File: src/rtl/debounce_pkg.sv
// Shared encodings for the per-channel debounce FSM.
// Kept as plain localparams so older 2-bit state consumers can reuse them unchanged.
package debounce_pkg;

   localparam logic [1:0] STABLE_LO = 2'd0;
   localparam logic [1:0] WAIT_HI   = 2'd1;
   localparam logic [1:0] STABLE_HI = 2'd2;
   localparam logic [1:0] WAIT_LO   = 2'd3;

endpackage

File: src/rtl/debounce_channel.sv
// Single-bit debouncer: 2-FF synchroniser, tick-qualified stability FSM/counter,
// registered level and one-cycle rise/fall pulses.
module debounce_channel
   import debounce_pkg::*;
#(
   parameter int unsigned STABLE_TICKS = 20,
   parameter int unsigned CNT_W        = 8
) (
   input  logic clk_in,
   input  logic rst_in,
   input  logic tick_in,
   input  logic btn_in,
   output logic level_out,
   output logic rise_out,
   output logic fall_out
);

   localparam logic [CNT_W-1:0] LastCnt = CNT_W'(STABLE_TICKS - 1);

   logic             sync1_q;
   logic             s_q;
   logic [1:0]       state_q, state_d;
   logic [CNT_W-1:0] cnt_q, cnt_d;
   logic             level_q, level_d;
   logic             rise_q, rise_d;
   logic             fall_q, fall_d;

   // Pulses default low so they last exactly one cycle after a committing tick.
   always_comb begin
      state_d = state_q;
      cnt_d   = cnt_q;
      level_d = level_q;
      rise_d  = 1'b0;
      fall_d  = 1'b0;
      if (tick_in) begin
         case (state_q)
            STABLE_LO: begin
               if (s_q) begin
                  state_d = WAIT_HI;
                  cnt_d   = CNT_W'(1);
               end else begin
                  cnt_d = '0;
               end
            end
            WAIT_HI: begin
               if (!s_q) begin
                  state_d = STABLE_LO;
                  cnt_d   = '0;
               end else if (cnt_q == LastCnt) begin
                  state_d = STABLE_HI;
                  cnt_d   = '0;
                  level_d = 1'b1;
                  rise_d  = 1'b1;
               end else begin
                  cnt_d = cnt_q + 1'b1;
               end
            end
            STABLE_HI: begin
               if (!s_q) begin
                  state_d = WAIT_LO;
                  cnt_d   = CNT_W'(1);
               end else begin
                  cnt_d = '0;
               end
            end
            WAIT_LO: begin
               if (s_q) begin
                  state_d = STABLE_HI;
                  cnt_d   = '0;
               end else if (cnt_q == LastCnt) begin
                  state_d = STABLE_LO;
                  cnt_d   = '0;
                  level_d = 1'b0;
                  fall_d  = 1'b1;
               end else begin
                  cnt_d = cnt_q + 1'b1;
               end
            end
         endcase
      end
   end

   always_ff @(posedge clk_in) begin
      if (rst_in) begin
         sync1_q <= 1'b0;
         s_q     <= 1'b0;
         state_q <= STABLE_LO;
         cnt_q   <= '0;
         level_q <= 1'b0;
         rise_q  <= 1'b0;
         fall_q  <= 1'b0;
      end else begin
         sync1_q <= btn_in;
         s_q     <= sync1_q;
         state_q <= state_d;
         cnt_q   <= cnt_d;
         level_q <= level_d;
         rise_q  <= rise_d;
         fall_q  <= fall_d;
      end
   end

   assign level_out = level_q;
   assign rise_out  = rise_q;
   assign fall_out  = fall_q;

endmodule

File: src/rtl/button_debouncer.sv
// Multi-channel button debouncer: WIDTH independent debounce_channel instances
// sharing the sample tick.
module button_debouncer
   import debounce_pkg::*;
#(
   parameter int unsigned WIDTH        = 4,
   parameter int unsigned STABLE_TICKS = 20,
   parameter int unsigned CNT_W        = 8
) (
   input  logic             clk_in,
   input  logic             rst_in,
   input  logic             tick_in,
   input  logic [WIDTH-1:0] btn_in,
   output logic [WIDTH-1:0] level_out,
   output logic [WIDTH-1:0] rise_out,
   output logic [WIDTH-1:0] fall_out
);

   for (genvar i = 0; i < WIDTH; i++) begin : g_chan
      debounce_channel #(
         .STABLE_TICKS(STABLE_TICKS),
         .CNT_W       (CNT_W)
      ) u_chan (
         .clk_in   (clk_in),
         .rst_in   (rst_in),
         .tick_in  (tick_in),
         .btn_in   (btn_in[i]),
         .level_out(level_out[i]),
         .rise_out (rise_out[i]),
         .fall_out (fall_out[i])
      );
   end

endmodule
File: config.mk
export PLATFORM = sky130hd
export DESIGN_NAME = button_debouncer
export DESIGN_NICKNAME = d
export VERILOG_FILES = /design/src/rtl/debounce_pkg.sv /design/src/rtl/debounce_channel.sv /design/src/rtl/button_debouncer.sv
export SDC_FILE = /design/constraint.sdc
export NUM_CORES = 1
export LEC_CHECK = 0
export ABC_AREA = 0
export CAP_MARGIN = 15
export CORE_AREA = 5 5 80 82
export CTS_CLUSTER_SIZE = 14
export DETAILED_ROUTE_END_ITERATION = 10
export DIE_AREA = 0 0 85 87
export PLACE_DENSITY = 0.7
export RECOVER_POWER = 50
export SLEW_MARGIN = 20
export SYNTH_ARGS = -nofsm -noshare
export SYNTH_HDL_FRONTEND = slang
export SYNTH_SLANG_ARGS = --single-unit
File: constraint.sdc
create_clock -name clk_in -period 1.8 [get_ports clk_in]
set_input_delay 0.54 -clock clk_in [delete_from_list [all_inputs] [get_ports clk_in]]
set_output_delay 0.54 -clock clk_in [all_outputs]
set_load 0.1 [all_outputs]
* Word level (Yosys, flattened, before mapping)
Cells that the tools add are included.
** Operators by class
- Add/subtract/negate cells :: 4
- Reductions and logical operators :: 24
- Bitwise operators :: 13
- Equality and inequality tests :: 48
- Multiplexer cells :: 76
** Operators by type and width (count)
- 8-bit one-hot mux with 4 select lines :: 4
- 8-bit two-way mux :: 12
- 2-bit two-way mux :: 24
- 8-bit by 1-bit adder with 8-bit output, second input constant :: 4
- 8-bit by 5-bit == test with 1-bit output, second input constant :: 4
- 2-bit by 1-bit inequality test with 1-bit output, second input constant :: 16
- 2-bit one-hot mux with 4 select lines :: 4
- 4-bit OR reduction :: 8
- 1-bit two-way mux :: 28
- 6-bit AND reduction :: 4
- 5-bit AND reduction :: 4
- 2-bit == test, second input constant :: 8
- 2-bit inequality test, second input constant :: 8
- 1-bit inverter :: 13
- 3-bit by 1-bit inequality test with 1-bit output, second input constant :: 4
- 3-bit inequality test, second input constant :: 4
- 2-bit by 1-bit == test with 1-bit output, second input constant :: 4
- 2-bit logical NOT :: 4
- 1-bit one-hot mux with 2 select lines :: 4
- 2-bit nonzero test :: 4
** Storage, ports and cells
- Input port bits :: 7
- Flip-flop bits (word level) :: 60
- Logic and storage cells :: 193

* Logic depth before layout (Yosys ltp)
- Depth in word-level cells :: 4
- Depth in mapped cells :: 6

* Cells and area by module
A second synthesis with hierarchy kept.
** Unflattened totals
- Cell total of the unflattened synthesis :: 289
- Area, all modules :: 2810.2 um^2
** By module, submodules not included
- debounce_channel (g_chan[2].u_chan ...) :: area an instance 711.9 um^2, cells an instance 74, times used 2
- debounce_channel (g_chan[0].u_chan) :: area an instance 693.2 um^2, cells an instance 69, times used 1
- debounce_channel (g_chan[1].u_chan) :: area an instance 693.2 um^2, cells an instance 72, times used 1

* Worst setup path before layout
Ideal clock, no wire load.
- Path type :: flip-flop to flip-flop
- Start point :: register g_chan[3].u_chan.cnt_q[0]
- End point :: register g_chan[3].u_chan.level_q
- Arrival :: 1464 ps
- Slack :: 267 ps
- Stages on the path, launching flop included :: 6
- Cell sequence :: dfxtp_1 ha_1 nor4bb_1 a41oi_1 or2_2 a21oi_1
** On the way
- Word-level cells in the longest chain between the ends :: 3
- Elaborated cells between the ends (all ways) :: 4
- Those cells by class :: eq/ne (3); reduce/logical (1)
** Ends and longest elaborated chain
- from (decl) :: RTL line debounce_channel.sv:23 : logic [CNT_W-1:0] cnt_q, cnt_d;
- from (signal assigned) :: RTL line debounce_channel.sv:96 : cnt_q <= cnt_d;
- 8-bit by 5-bit == test with 1-bit output (*) :: RTL line debounce_channel.sv:49, debounce_channel.sv:70
- 2-bit by 1-bit inequality test with 1-bit output (no source line)
- 6-bit AND reduction (no source line) (*)
- to (signal assigned) :: RTL line debounce_channel.sv:97 : level_q <= level_d;
- to (decl) :: RTL line debounce_channel.sv:24 : logic level_q, level_d;
Every way passes the cells marked *; elsewhere a longest branch is shown, timed or not.
A chain may end at the register's enable or synchronous reset.

==> results.tsv <==
stage	metric	value	unit
timing	slew_headroom	0.637	
grt	grt_pass1_vias	2201	
yosys	synthAdderAreaFrac	0.0268	
timing	drv_slew	0	
power_and_ir_drop	p_clk_frac	0.494	
timing	worstMarginPinSlew	0.537	ns
floorplanning	die_x	85	um
finish	fillCellCount	526	
yosys	synthCells	317	
power_and_ir_drop	total_power	2.89	mW
yosys	ys_warn_count	0	
finish	area_growth	15.9	%
yosys	synthXorXnorAreaFrac	0.0710	
drt	first_iter_violations	99	
placed_design	dp.cells	407	
yosys	synthArstFlopShare	0	
drt	routed-via-count	2276	
power_and_ir_drop	power_density	891	nW/um^2
yosys	ys_ff_latch	60	
worst_setup_path	worstSetupStartpointType	primary input	
worst_setup_path	crit_path_max_fanout	23	
worst_setup_path	worstSetupPathType	primary input to flop	
yosys	syn_area	2800	sq um
worst_hold_path	hp-class	flop to flop	
cts	path_clk_slew	0.07	ns
timing	finalClockSkew	0.00947	ns
worst_setup_path	arrival	1.89	ns
cts	cts_max_level	3	
cts	numCtsBuffers	9	
finish	drive_gt1_frac	0.164	
grt	antenna_found_initial	0	
power_and_ir_drop	power.switching	0.587	mW
drt	wl_per_cell	13.1	um
timing	final-setup-viol-count	0	
timing	period_minus_slack	1.67	ns
power_and_ir_drop	peakVddDrop	595	uV
grt	grt_pass1_wl	9550	um
placed_design	io_buffers	18	
floorplanning	rows	28	
floorplanning	die_area	7400	sq um
drt	wirelength	5520	um
worst_setup_path	slowest_delay	0.53	ns
finish	diodes	0	
power_and_ir_drop	p_sw_frac	0.203	
cts	clock-root-buffer	clkbuf_8	
timing	rsz0062_at_grt	no	
yosys	synth_top_family_by_area	simple AND/OR/NAND/NOR gates	
placed_design	dp_hpwl	3820	um
placed_design	place_area	3200	sq um
worst_setup_path	required	2.03	ns
floorplanning	die_h	87	um
yosys	synth_compound_area_frac	0.100	
flow_run	timing.max_cap.violations	0	
cts	cts_tree	built	
floorplanning	core	5680	sq um
finish	final_cells	423	
floorplanning	io_pins	19	
grt	groute.usage.overall	0.161	
worst_setup_path	crit_chain	clkdlybuf4s50_1, buf_12, nand4_1, nor3_1, xnor2_1, nor2_1	
timing	finalHoldViolations	0	
cts	cts_buffer_depth	2	
drt	via_per_inst	5.38	
power_and_ir_drop	seqPwrFrac	0.467	
floorplanning	initial_utilization	0.494	
yosys	synth_ff_type	dfxtp_1	
yosys	synth_fp_nets	330	
yosys	synth_simple_gate_area_frac	0.286	
finish	fin_area	3250	sq um
cts	clk_latency	0.33	ns
drt	antenna_left	0	
placed_design	gp_congestion	0.858	
yosys	yosysSeqAreaShare	0.429	
grt	overflow	0	
worst_setup_path	worstSetupEndpointType	flop	
drt	drc_errors	0	
yosys	synth.area.mux_share	0.0143	
worst_setup_path	crit_path_top_delay_cell	clkdlybuf4s50_1	
power_and_ir_drop	leakage	1.19	nW
power_and_ir_drop	power.internal	2.31	mW
timing	fin_crit_sh	0.926	
yosys	ys_types	48	
drt	drtPass1Iterations	4	
timing	setup_tns	0	ns
timing	fmax	0.600	GHz
cts	clock-sinks	60	
yosys	avgSynthCellArea	8.84	sq um
finish	nNetsFinal	356	
outcome	outcome	finished, final reports clean	
power_and_ir_drop	power_frac_comb	0.039	
yosys	synth-edff-count	0	
grt	grt_max_degree	24	
## registers in the layout, indices dropped and copies added (netlist names), named ones only
name,flops
g_chan.u_chan.sync1_q,4
g_chan.u_chan.s_q,4
g_chan.u_chan.state_q,4
g_chan.u_chan.fall_out,4
g_chan.u_chan.rise_out,4
g_chan.u_chan.level_out,4
g_chan.u_chan.cnt_q,32
## path summary, 6_finish.rpt
kind                             start                         end  slack [ns]  cells after the start
max                            tick_in   g_chan[3].u_chan.cnt_q[7]        0.13                      6
min           g_chan[1].u_chan.sync1_q        g_chan[1].u_chan.s_q        0.44                      1
max reg2reg  g_chan[3].u_chan.cnt_q[1]  g_chan[3].u_chan.level_out        0.18                      5
min reg2reg   g_chan[1].u_chan.sync1_q        g_chan[1].u_chan.s_q        0.44                      1
## power by group through the flow
stage / logic [mW] / clock network (mW) / registers [mW]
after floorplan: 0.0682 / 0 / 1.38
after global placement: 0.115 / 0 / 1.38
after detailed placement: 0.117 / 0 / 1.38
after CTS: 0.118 / 1.45 / 1.35
after global routing: 0.125 / 1.52 / 1.35
final: 0.113 / 1.43 / 1.35
## synth_stat cells, types with 2 or more instances
cell,n,area [sq um]
ha_1,6,75.1
buf_4,13,97.6
buf_2,3,15.0
dfxtp_1,60,1200
nand2_1,31,116
nor4_1,4,25.0
clkbuf_1,5,18.8
or3_1,2,12.5
or2_2,2,12.5
nand4_1,16,100
o21ai_0,7,35.0
inv_1,8,30.0
nor2_1,36,135
nor2b_1,12,75.1
a41oi_1,2,17.5
clkbuf_8,2,27.5
and4bb_2,2,25.0
xor2_1,11,96.3
and3_1,4,25.0
nand3b_1,4,30.0
nor4bb_1,2,20.0
nand4b_1,2,17.5
nand3_1,12,60.1
nand2b_1,2,12.5
o211ai_1,2,15.0
xor2_2,2,32.5
nor3_1,6,30.0
nor4b_1,6,52.6
a21oi_1,16,80.1
xnor2_1,8,70.1
mux2i_1,4,40.0
a31oi_1,9,56.3
## routing by layer
metal	track usage	vias to the layer above	routed length, um
li1	-	1153	-
met1	0.191	1066	2550
met2	0.271	46	2670
met3	0.0426	11	208
met4	0.0763	0	93
met5	0	-	0
## cell usage in the layout (no fill, tap or decap), types with 10 or more instances in the layout
cell and count:
a21oi_1 16, nor2b_1 12, buf_4 16, nand3_1 12
dfxtp_1 60, nand4_1 16, clkbuf_2 10, xor2_1 12
nand2_1 31, nor2_1 36
## what timing repair did
action                     CTS  global route
setup buffers                0             0
gates resized for setup      0             2
setup endpoints to repair    0             2
hold buffers                 0             0
## cell type report
cell class / instances / area, sq um / share of cell area
flip-flops and latches: 60 / 1200 / 0.370
inverters: 8 / 30.0 / 0.00924
multi-input cells: 224 / 1400 / 0.431
clock inverters: 5 / 100 / 0.0308
well taps: 75 / 93.8 / 0.0289
repair buffers: 40 / 290 / 0.0894
clock buffers: 11 / 131 / 0.0404
## cell families after synthesis
family | Yosys count
multiplexers | 4
flip-flops | 60
AO/OA/AOI/OAI | 44
adder cells (fa/ha/maj) | 6
AND/OR/NAND/NOR | 149
XOR/XNOR | 21
buffers and inverters | 33
## per-stage QoR
stage / hold WS, ns / setup slack, ns / util
after global placement: 0.418 / -0.154 / 0.564
after detailed placement: 0.427 / -0.221 / 0.564
final: 0.437 / 0.133 / 0.572
after CTS: 0.442 / 0.113 / 0.604
after floorplan: 0.414 / 0.267 / -
after global routing: 0.460 / 0.0460 / 0.572
## worst max-delay path, delay by kind of cell
| kind | cells | cell delay [ns] |
|---|---|---|
| buffers and inverters | 2 | 0.71 |
| and+or+nand+nor | 3 | 0.50 |
| xor gates and xnor gates | 1 | 0.14 |
No activity file was read; power rests on OpenSTA's default activity.
